### src/rtl/coin_pkg.sv
// Shared types and constants for the coin collision and scoring stage.
package coin_pkg;

    typedef enum logic {
        IDLE = 1'b0,
        SCAN = 1'b1
    } cc_state_t;

    localparam int         COIN_W   = 16;
    localparam int         COIN_H   = 28;
    localparam logic [3:0] BCD_NINE = 4'd9;

endpackage

### src/rtl/bcd_score_counter.sv
// Saturating multi-digit packed-BCD counter; holds at all nines.
module bcd_score_counter
    import coin_pkg::*;
#(
    parameter int SCORE_DIGITS = 3
) (
    input  logic                      Clk,
    input  logic                      Reset,
    input  logic                      inc,
    output logic [4*SCORE_DIGITS-1:0] score_bcd
);

    logic [4*SCORE_DIGITS-1:0] score_q, score_d;
    logic                      carry;
    logic                      saturated;

    // NOTE: every variable gets a default at the top of always_comb so no path infers a latch.
    always_comb begin
        score_d   = score_q;
        carry     = inc;
        saturated = 1'b1;
        for (int i = 0; i < SCORE_DIGITS; i++) begin
            if (score_q[4*i +: 4] != BCD_NINE) saturated = 1'b0;
        end
        if (!saturated) begin
            for (int i = 0; i < SCORE_DIGITS; i++) begin
                if (carry) begin
                    if (score_q[4*i +: 4] == BCD_NINE) begin
                        score_d[4*i +: 4] = 4'd0;
                    end else begin
                        score_d[4*i +: 4] = score_q[4*i +: 4] + 4'd1;
                        carry             = 1'b0;
                    end
                end
            end
        end
    end

    // NOTE: clocked state uses non-blocking assignments only.
    always_ff @(posedge Clk) begin
        if (Reset) score_q <= '0;
        else       score_q <= score_d;
    end

    assign score_bcd = score_q;

endmodule

### src/rtl/coin_collect.sv
// Per-frame player/coin collision scan with BCD scoring and a "+1" popup timer.
module coin_collect
    import coin_pkg::*;
#(
    parameter int NUM_COINS    = 4,
    parameter int PLAYER_W     = 16,
    parameter int PLAYER_H     = 28,
    parameter int SCORE_DIGITS = 3,
    parameter int POPUP_FRAMES = 16
) (
    input  logic                      Clk,
    input  logic                      Reset,
    input  logic                      frame_clk,
    input  logic                      level_restart,
    input  logic [9:0]                player_x,
    input  logic [9:0]                player_y,
    input  logic [NUM_COINS*10-1:0]   coin_x_flat,
    input  logic [NUM_COINS*10-1:0]   coin_y_flat,
    output logic [NUM_COINS-1:0]      coin_alive,
    output logic [4*SCORE_DIGITS-1:0] score_bcd,
    output logic                      collect_pulse,
    output logic                      popup_active,
    output logic [9:0]                popup_x,
    output logic [9:0]                popup_y
);

    localparam int               IDX_W    = (NUM_COINS > 1) ? $clog2(NUM_COINS) : 1;
    localparam int               CNT_W    = $clog2(POPUP_FRAMES + 1);
    localparam logic [IDX_W-1:0] LAST_IDX = IDX_W'(NUM_COINS - 1);
    localparam logic [CNT_W-1:0] CNT_LOAD = CNT_W'(POPUP_FRAMES);

    logic                 fc_d_q, fc_rise_q;
    cc_state_t            state_q, state_d;
    logic [IDX_W-1:0]     idx_q, idx_d;
    logic [NUM_COINS-1:0] alive_q, alive_d;
    logic                 pulse_q, pulse_d;
    logic                 popup_active_q, popup_active_d;
    logic [9:0]           popup_x_q, popup_x_d;
    logic [9:0]           popup_y_q, popup_y_d;
    logic [CNT_W-1:0]     cnt_q, cnt_d;

    logic [9:0]  cx, cy;
    logic [10:0] px_e, py_e, cx_e, cy_e;
    logic        hit;

    // One extra bit on every operand keeps the edge sums from wrapping near 1023.
    always_comb begin
        cx   = coin_x_flat[int'(idx_q)*10 +: 10];
        cy   = coin_y_flat[int'(idx_q)*10 +: 10];
        px_e = {1'b0, player_x};
        py_e = {1'b0, player_y};
        cx_e = {1'b0, cx};
        cy_e = {1'b0, cy};
        hit  = (state_q == SCAN) && alive_q[idx_q]
            && (px_e < cx_e + 11'(COIN_W)) && (cx_e < px_e + 11'(PLAYER_W))
            && (py_e < cy_e + 11'(COIN_H)) && (cy_e < py_e + 11'(PLAYER_H));
    end

    always_comb begin
        state_d        = state_q;
        idx_d          = idx_q;
        alive_d        = alive_q;
        pulse_d        = 1'b0;
        popup_active_d = popup_active_q;
        popup_x_d      = popup_x_q;
        popup_y_d      = popup_y_q;
        cnt_d          = cnt_q;

        case (state_q)
            IDLE: if (fc_rise_q) begin
                state_d = SCAN;
                idx_d   = '0;
            end
            SCAN: if (idx_q == LAST_IDX) state_d = IDLE;
                  else                   idx_d   = idx_q + 1'b1;
            default: state_d = IDLE;
        endcase

        if (fc_rise_q && popup_active_q) begin
            cnt_d = cnt_q - 1'b1;
            if (popup_y_q != 10'd0) popup_y_d = popup_y_q - 10'd1;
            if (cnt_q == CNT_W'(1)) popup_active_d = 1'b0;
        end

        // A hit reloads the popup even if it is ticking this same cycle.
        if (hit) begin
            alive_d[idx_q] = 1'b0;
            pulse_d        = 1'b1;
            popup_x_d      = cx;
            popup_y_d      = cy;
            cnt_d          = CNT_LOAD;
            popup_active_d = 1'b1;
        end

        if (level_restart) begin
            state_d        = IDLE;
            idx_d          = '0;
            alive_d        = '1;
            pulse_d        = 1'b0;
            popup_active_d = 1'b0;
            cnt_d          = '0;
        end
    end

    always_ff @(posedge Clk) begin
        if (Reset) begin
            fc_d_q         <= 1'b0;
            fc_rise_q      <= 1'b0;
            state_q        <= IDLE;
            idx_q          <= '0;
            alive_q        <= '1;
            pulse_q        <= 1'b0;
            popup_active_q <= 1'b0;
            popup_x_q      <= '0;
            popup_y_q      <= '0;
            cnt_q          <= '0;
        end else begin
            fc_d_q         <= frame_clk;
            fc_rise_q      <= frame_clk & ~fc_d_q;
            state_q        <= state_d;
            idx_q          <= idx_d;
            alive_q        <= alive_d;
            pulse_q        <= pulse_d;
            popup_active_q <= popup_active_d;
            popup_x_q      <= popup_x_d;
            popup_y_q      <= popup_y_d;
            cnt_q          <= cnt_d;
        end
    end

    bcd_score_counter #(
        .SCORE_DIGITS (SCORE_DIGITS)
    ) u_score (
        .Clk       (Clk),
        .Reset     (Reset),
        .inc       (hit && !level_restart),
        .score_bcd (score_bcd)
    );

    assign coin_alive    = alive_q;
    assign collect_pulse = pulse_q;
    assign popup_active  = popup_active_q;
    assign popup_x       = popup_x_q;
    assign popup_y       = popup_y_q;

endmodule

### config.mk
export PLATFORM = sky130hd
export DESIGN_NAME = coin_collect
export DESIGN_NICKNAME = d
export VERILOG_FILES = /design/src/rtl/coin_pkg.sv /design/src/rtl/bcd_score_counter.sv /design/src/rtl/coin_collect.sv
export SDC_FILE = /design/constraint.sdc
export NUM_CORES = 1
export LEC_CHECK = 0
export ABC_AREA = 1
export CORE_AREA = 2 2 99 101
export DETAILED_ROUTE_END_ITERATION = 7
export DIE_AREA = 0 0 101 103
export GPL_TIMING_DRIVEN = 0
export MAX_ROUTING_LAYER = met4
export PLACE_DENSITY_LB_ADDON = 0.15
export SLEW_MARGIN = 40
export SYNTH_ARGS = -nofsm -noshare
export SYNTH_HDL_FRONTEND = slang
export SYNTH_SLANG_ARGS = --single-unit
### constraint.sdc
create_clock -name Clk -period 3.8 [get_ports Clk]
set_clock_uncertainty 0.05 [all_clocks]
set_input_delay 0.57 -clock Clk [delete_from_list [all_inputs] [get_ports Clk]]
set_output_delay 0.57 -clock Clk [all_outputs]
set_load 0.05 [all_outputs]
* Yosys cells after proc, flatten, opt, wreduce, memory -nomap -nowiden
Index checks and enable logic that the tools add are counted. W data, S select, Z words.
Word-level totals: bits in registers 48, input bits 104, output and inout bits 38, logic and storage cells 101
Operators by class: add/sub/neg operators 10, multipliers 1, $lt $le $gt $ge 6, equality and inequality tests 10, shifts and indexed selects 2, mux-type cells 31, bitwise logic cells 6, reductions and logical operators 21
Operators with widths (number):
- $add A10 B5 Y11 const B | 4
- $lt A10 B11 Y1 | 4
- $shiftx A40 B32 Y10 | 1
- $shiftx A40 B7 Y10 | 1
- $mux W10 | 3
- $mux W1 | 17
- $add A4 B1 Y4 const B | 3
- $eq A4 B4 Y1 const B | 3
- $mux W4 | 3
- $ne A4 B4 Y1 const B | 3
- $reduce_and A2 Y1 | 6
- $mux W5 | 2
- $reduce_bool A10 Y1 | 1
- $sub A10 B1 Y10 const B | 1
- $logic_and A1 B1 Y1 | 8
- $reduce_bool A2 Y1 | 3
- $eq A5 B1 Y1 const B | 1
- $mul A2 B3 Y5 const B | 1
- $sub A5 B1 Y5 const B | 1
- $and A4 B4 Y4 | 1
- $mux W2 | 2
- $ne A2 B2 Y1 const B | 2
- $not A4 Y4 | 1
- $pmux W2 S2 | 1
- other kinds (12) | 14

* Depth between registers and ports, before layout
depth after elaboration 14, mapped depth 25, depth with buffers taken out 22

* By module
From an unflattened synthesis, not the netlist that was laid out.
Second synthesis, totals: cells, all modules 698, area total of the unflattened synthesis 4535.6 um^2
Modules (own cells, without submodules):
- coin_collect | times used 1, cells each 581, area each 3811.2 um^2, sequential area each 720.7 um^2
- bcd_score_counter | times used 1, cells each 117, area each 724.4 um^2, sequential area each 240.2 um^2

* Worst setup path before layout
OpenSTA, ideal clock, no wires.
path kind flip-flop to flip-flop, from register idx_q[0], to register u_score.score_q[6], in the netlist u_score.score_bcd[6], setup time 0.109 ns, arrival time 3.177 ns, required time 3.641 ns, setup slack 0.464 ns, cell stages (with the launch flop) 25, path buffers 4, clock period less this slack 3.336 ns, cells stage by stage dfxtp_1 inv_2 buf_6 buf_6 buf_2 nand2_1 a32oi_1 inv_1 ha_1 a21oi_2 nand3_1 xor2_1 ha_1 a21o_1 nand3_1 nand2_1 nor2_2 nand2_1 nor2_2 buf_4 nand3_2 nand2_1 o21ai_1 nand2_1 inv_1
On the way: cells in the longest elaborated chain, start to end 12, elaborated cells on any way between the ends 20, classes of those cells 2 x add/sub; 1 x mul; 4 x order compare; 2 x shift; 4 x mux; 7 x reduce/logical
Ends and longest elaborated chain:
- start, declared | RTL line coin_collect.sv:34 | logic [IDX_W-1:0] idx_q, idx_d;
- start signal, assigned | RTL line coin_collect.sv:121 | idx_q <= idx_d;
- $mul A2 B3 Y5 | RTL line coin_collect.sv:48, coin_collect.sv:49
- $shiftx A40 B32 Y10 | RTL line coin_collect.sv:48 | cx = coin_x_flat[int'(idx_q)*10 +: 10];
- $add A10 B5 Y11 | RTL line coin_collect.sv:55 | && (px_e < cx_e + 11'(COIN_W)) && (cx_e < px_e + 11'(PLAYER_W))
- $lt A10 B11 Y1 | RTL line coin_collect.sv:55
- $logic_and A1 B1 Y1 (2 in series) | RTL line coin_collect.sv:55
- $logic_and A1 B1 Y1 | RTL line coin_collect.sv:56 | && (py_e < cy_e + 11'(COIN_H)) && (cy_e < py_e + 11'(PLAYER_H));
- $logic_and A1 B1 Y1 (*) | RTL line coin_collect.sv:56
- $logic_and A1 B1 Y1 (*) | RTL line coin_collect.sv:136 | .inc (hit && !level_restart),
- $mux W1 (*) | RTL line bcd_score_counter.sv:27 | if (carry) begin
- $mux W1 (*) | RTL line bcd_score_counter.sv:25 | if (!saturated) begin
- $reduce_and A2 Y1 (no source line) (*)
- end signal, assigned | RTL line bcd_score_counter.sv:42 | else score_q <= score_d;
- end, declared | RTL line bcd_score_counter.sv:13 | logic [4*SCORE_DIGITS-1:0] score_q, score_d;
Every way passes the cells marked *; elsewhere a longest branch is shown, timed or not. The select of a mux whose other input is x is not followed. A chain may end at the register's enable or synchronous reset.

* Final worst setup path
from input port player_y[3], to register u_score.score_q[8], in the netlist u_score.score_bcd[8]
On the way: cells in the longest elaborated chain, start to end 9, elaborated cells on any way between the ends 11, classes of those cells 1 x add/sub; 2 x order compare; 4 x mux; 4 x reduce/logical
Ends and longest elaborated chain:
- start, declared | RTL line coin_collect.sv:16 | input logic [9:0] player_y,
- $add A10 B5 Y11 or $lt A10 B11 Y1 (tied branches) | RTL line coin_collect.sv:56
- $lt A10 B11 Y1 or $logic_and A1 B1 Y1 (tied branches) | RTL line coin_collect.sv:56
- $logic_and A1 B1 Y1 (*) | RTL line coin_collect.sv:56
- $logic_and A1 B1 Y1 (*) | RTL line coin_collect.sv:136
- $mux W1 (*) | RTL line bcd_score_counter.sv:27
- $mux W1 (*) | RTL line bcd_score_counter.sv:25
- $mux W1 (*) | RTL line bcd_score_counter.sv:27
- $mux W1 (*) | RTL line bcd_score_counter.sv:25
- $reduce_and A2 Y1 (no source line) (*)
Marks and branches as above.

==> impl_metrics.toml <==
[clock_tree]
cts.clk_slew.worst_paths_ns = 0.10
htreeDepth = 2
root_buffer = "clkbuf_8"
cts_tree = "yes"
cts_made_buffers = 5
hold_buffers = 0
clk_latency_ns = 0.31
cts_buffer_depth = 2
clock_sinks = 48

[setup_path]
worstPathArrival_ns = 3.76
worstSetupStartpointType = "primary input"
worst-setup-path-type = "in2reg"
required_ns = 4.00
crit_fanout = 9
worst_setup_path_end_kind = "register"

[drt]
viasPerCell = 5.16
final_antenna_net_count = 0
drc_errors = 0
first_iter_violations = 166
finalWirelength_um = 12900
firstDrtPassIters = 5
vias = 4883
wl_per_cell_um = 13.6

[sta]
max-slew-margin-rel_pct = 64.3
whs_ns = 0.351
hold_viol_final = 0
slew_viol_final = 0
tightest_slew_ns = 0.534
period_minus_slack_ns = 3.57
fin_crit_sh_pct = 93.9
fmax_mhz = 280
report.final.setup_viol = 0

[finish]
multiInputGateArea_um2 = 2930
nFillCells = 859
final_cell_mix = "nand2_1, clkdlybuf4s50_1, inv_1"
area_growth_pct = 43.2
final_common_cell = "nand2_1"
antenna_cells = 0
drive_gt1_share_pct = 7.56
fin_cells = 947
final_nets = 981
final-seq-area_um2 = 962

[global_route]
grt_max_degree = 20
grt_overflow = 0
grt_use_met1_pct = 30.1
grt_use_met3_pct = 3.73
grt_use_met2_pct = 44.9
top_usage_layer = "met2"
antenna_found_initial = 0
grt_pass1_wl_um = 20600
first_global_vias = 4503
track_usage_pct = 25.2

[synth]
postSynthCellCount = 678
yosysTopAreaCellShare_pct = 22.3
synth_edf_count = 0
synth_seq_cells = 48
ys_top_cells_by_area = "dfxtp_1, nand2_1, ha_1"
yosysWarnings = 0
syn_area_um2 = 4310
synth_flop_cell = "dfxtp_1"
synthArstFlopShare_pct = 0
syn_avg_cell_area_um2 = 6.35
yosysSeqAreaShare_pct = 22.3
synth.distinct_cells = 43
syn_nets = 827
yosys.area.top_type = "dfxtp_1"

[floorplanning]
start_util_pct = 45.5
dieHeight_um = 103
die_w_um = 101
die_area_um2 = 10400
fp-row-count = 36
io_pins = 142
coreArea_um2 = 9460

[power]
p_int_w = 0.000976
p_seq_share_pct = 37.5
power.leakage_nw = 2.85
pwr-share-clk_pct = 32.9
swShare_pct = 28.5
power_frac_comb_pct = 29.7
p_per_area_nw_per_um2 = 221
peakVddDrop_v = 0.000166
power.net_switching_w = 0.000389

[placement]
placedCellCount = 933
portBuffers = 141
hpwl_um = 10400
gp_congestion = 0.889

[flow_run]
drv_cap = 0

[worst_hold_path]
hp-class = "reg2reg"

[run_status]
status = "completed"
[metrics by stage]
step / utilization, % / total power [W] / setup TNS (ns) / instance area (um2) / setup slack (ns)
2_1_floorplan: - / 0.000735 / 0 / 4310 / 0.464
6_report: 65.2 / 0.00136 / 0 / 6170 / 0.233
4_1_cts: 64.0 / 0.00136 / 0 / 6050 / 0.0142
3_3_place_gp: 61.9 / 0.000899 / -7.95 / 5860 / -0.329
3_5_place_dp: 61.9 / 0.000910 / -9.42 / 5860 / -0.369
5_1_grt: 65.2 / 0.00144 / -0.0364 / 6170 / -0.0240
[worst max-delay path: stages]
cell and delay, ns:
clkdlybuf4s50_1 0.51, inv_1 0.07, ha_1 0.22, a21oi_2 0.21
nand3_1 0.11, xor2_1 0.16, ha_1 0.32, a21oi_1 0.13
nand3b_1 0.12, nand2_1 0.05, nor2_1 0.09, nand2_1 0.14
inv_1 0.10, nand4_1 0.19, inv_2 0.12, nand2_4 0.13
nor2_8 0.17, nand2_1 0.10, nand2_1 0.08, nand2_1 0.05
nor2_1 0.11
[state kept, by name (all words and copies together) (netlist names)]
register and flops:
cnt_q 5, idx_q 2, popup_y 10, fc_d_q 1, u_score.score_bcd 12, state_q 1
coin_alive 4, fc_rise_q 1, collect_pulse 1, popup_active 1, popup_x 10
[metal layers]
metal / vias up / part of all wire, %
met4: 0 / 0.79
met3: 11 / 5.5
li1: 2492 / -
met1: 2247 / 43
met5: - / 0
met2: 133 / 50
[cells by family (layout without fill, tap and decap cells)]
kind of cell	Yosys count	after routing	share of synthesized area [%]
adders and majority gates	45	45	13.1
DFF	48	48	22.3
AOI/OAI and AO/OA	101	101	13.5
xor gates and xnor gates	31	31	6.31
buffers and inverters	116	271	11.2
and+or+nand+nor	337	337	33.6
[power groups by stage]
stage	sequential [W]	clock (W)	combinational [W]
2_1_floorplan	0.000532	0	0.000204
3_3_place_gp	0.000523	0	0.000377
3_5_place_dp	0.000523	0	0.000387
4_1_cts	0.000511	0.000455	0.000395
5_1_grt	0.000512	0.000477	0.000449
6_report	0.000511	0.000449	0.000405
[path summary, 6_finish.rpt]
check,cells past startpoint,endpoint,from,slack (ns)
min,1,fc_rise_q,fc_d_q,0.35
min reg2reg,1,fc_rise_q,fc_d_q,0.35
max reg2reg,22,u_score.score_bcd[8],idx_q[0],0.25
max,21,u_score.score_bcd[8],player_y[3],0.23
[final cells by class]
cell class              count  share of cell area (%)
plain buffers              19                    2.41
clock buffers               5                    1.12
clock inverters             3                    1.12
inverters                  96                    5.93
multi-input cells         514                    47.6
flip-flops and latches     48                    15.6
well taps                 114                    2.31
repair buffers            148                    23.9
[what timing repair did]
item / CTS / global route
setup buffers: 1 / 6
pin swaps: 1 / 10
hold endpoints to repair: 0 / 0
gates resized for setup: 9 / 20
setup endpoints to repair: 40 / 39
[Yosys cell counts, types with 2 or more instances]
cell and n:
nand2_1 182, inv_1 91, nor2_1 71, nand3_1 51, dfxtp_1 48, a21oi_1 46, ha_1 45, xor2_1 25
o21ai_1 18, o21ai_0 11, buf_2 8, nand4_1 8, a32oi_1 6, nor3_1 6, xnor2_1 6, inv_2 5
buf_4 4, clkbuf_1 4, nand2_2 4, nor2_2 4, a211oi_1 3, buf_6 3, nand3b_1 3, a21o_1 2
a22oi_1 2, a31oi_1 2, o211ai_1 2, o21a_1 2, o22ai_1 2
No activity file was read; power rests on OpenSTA's default activity.
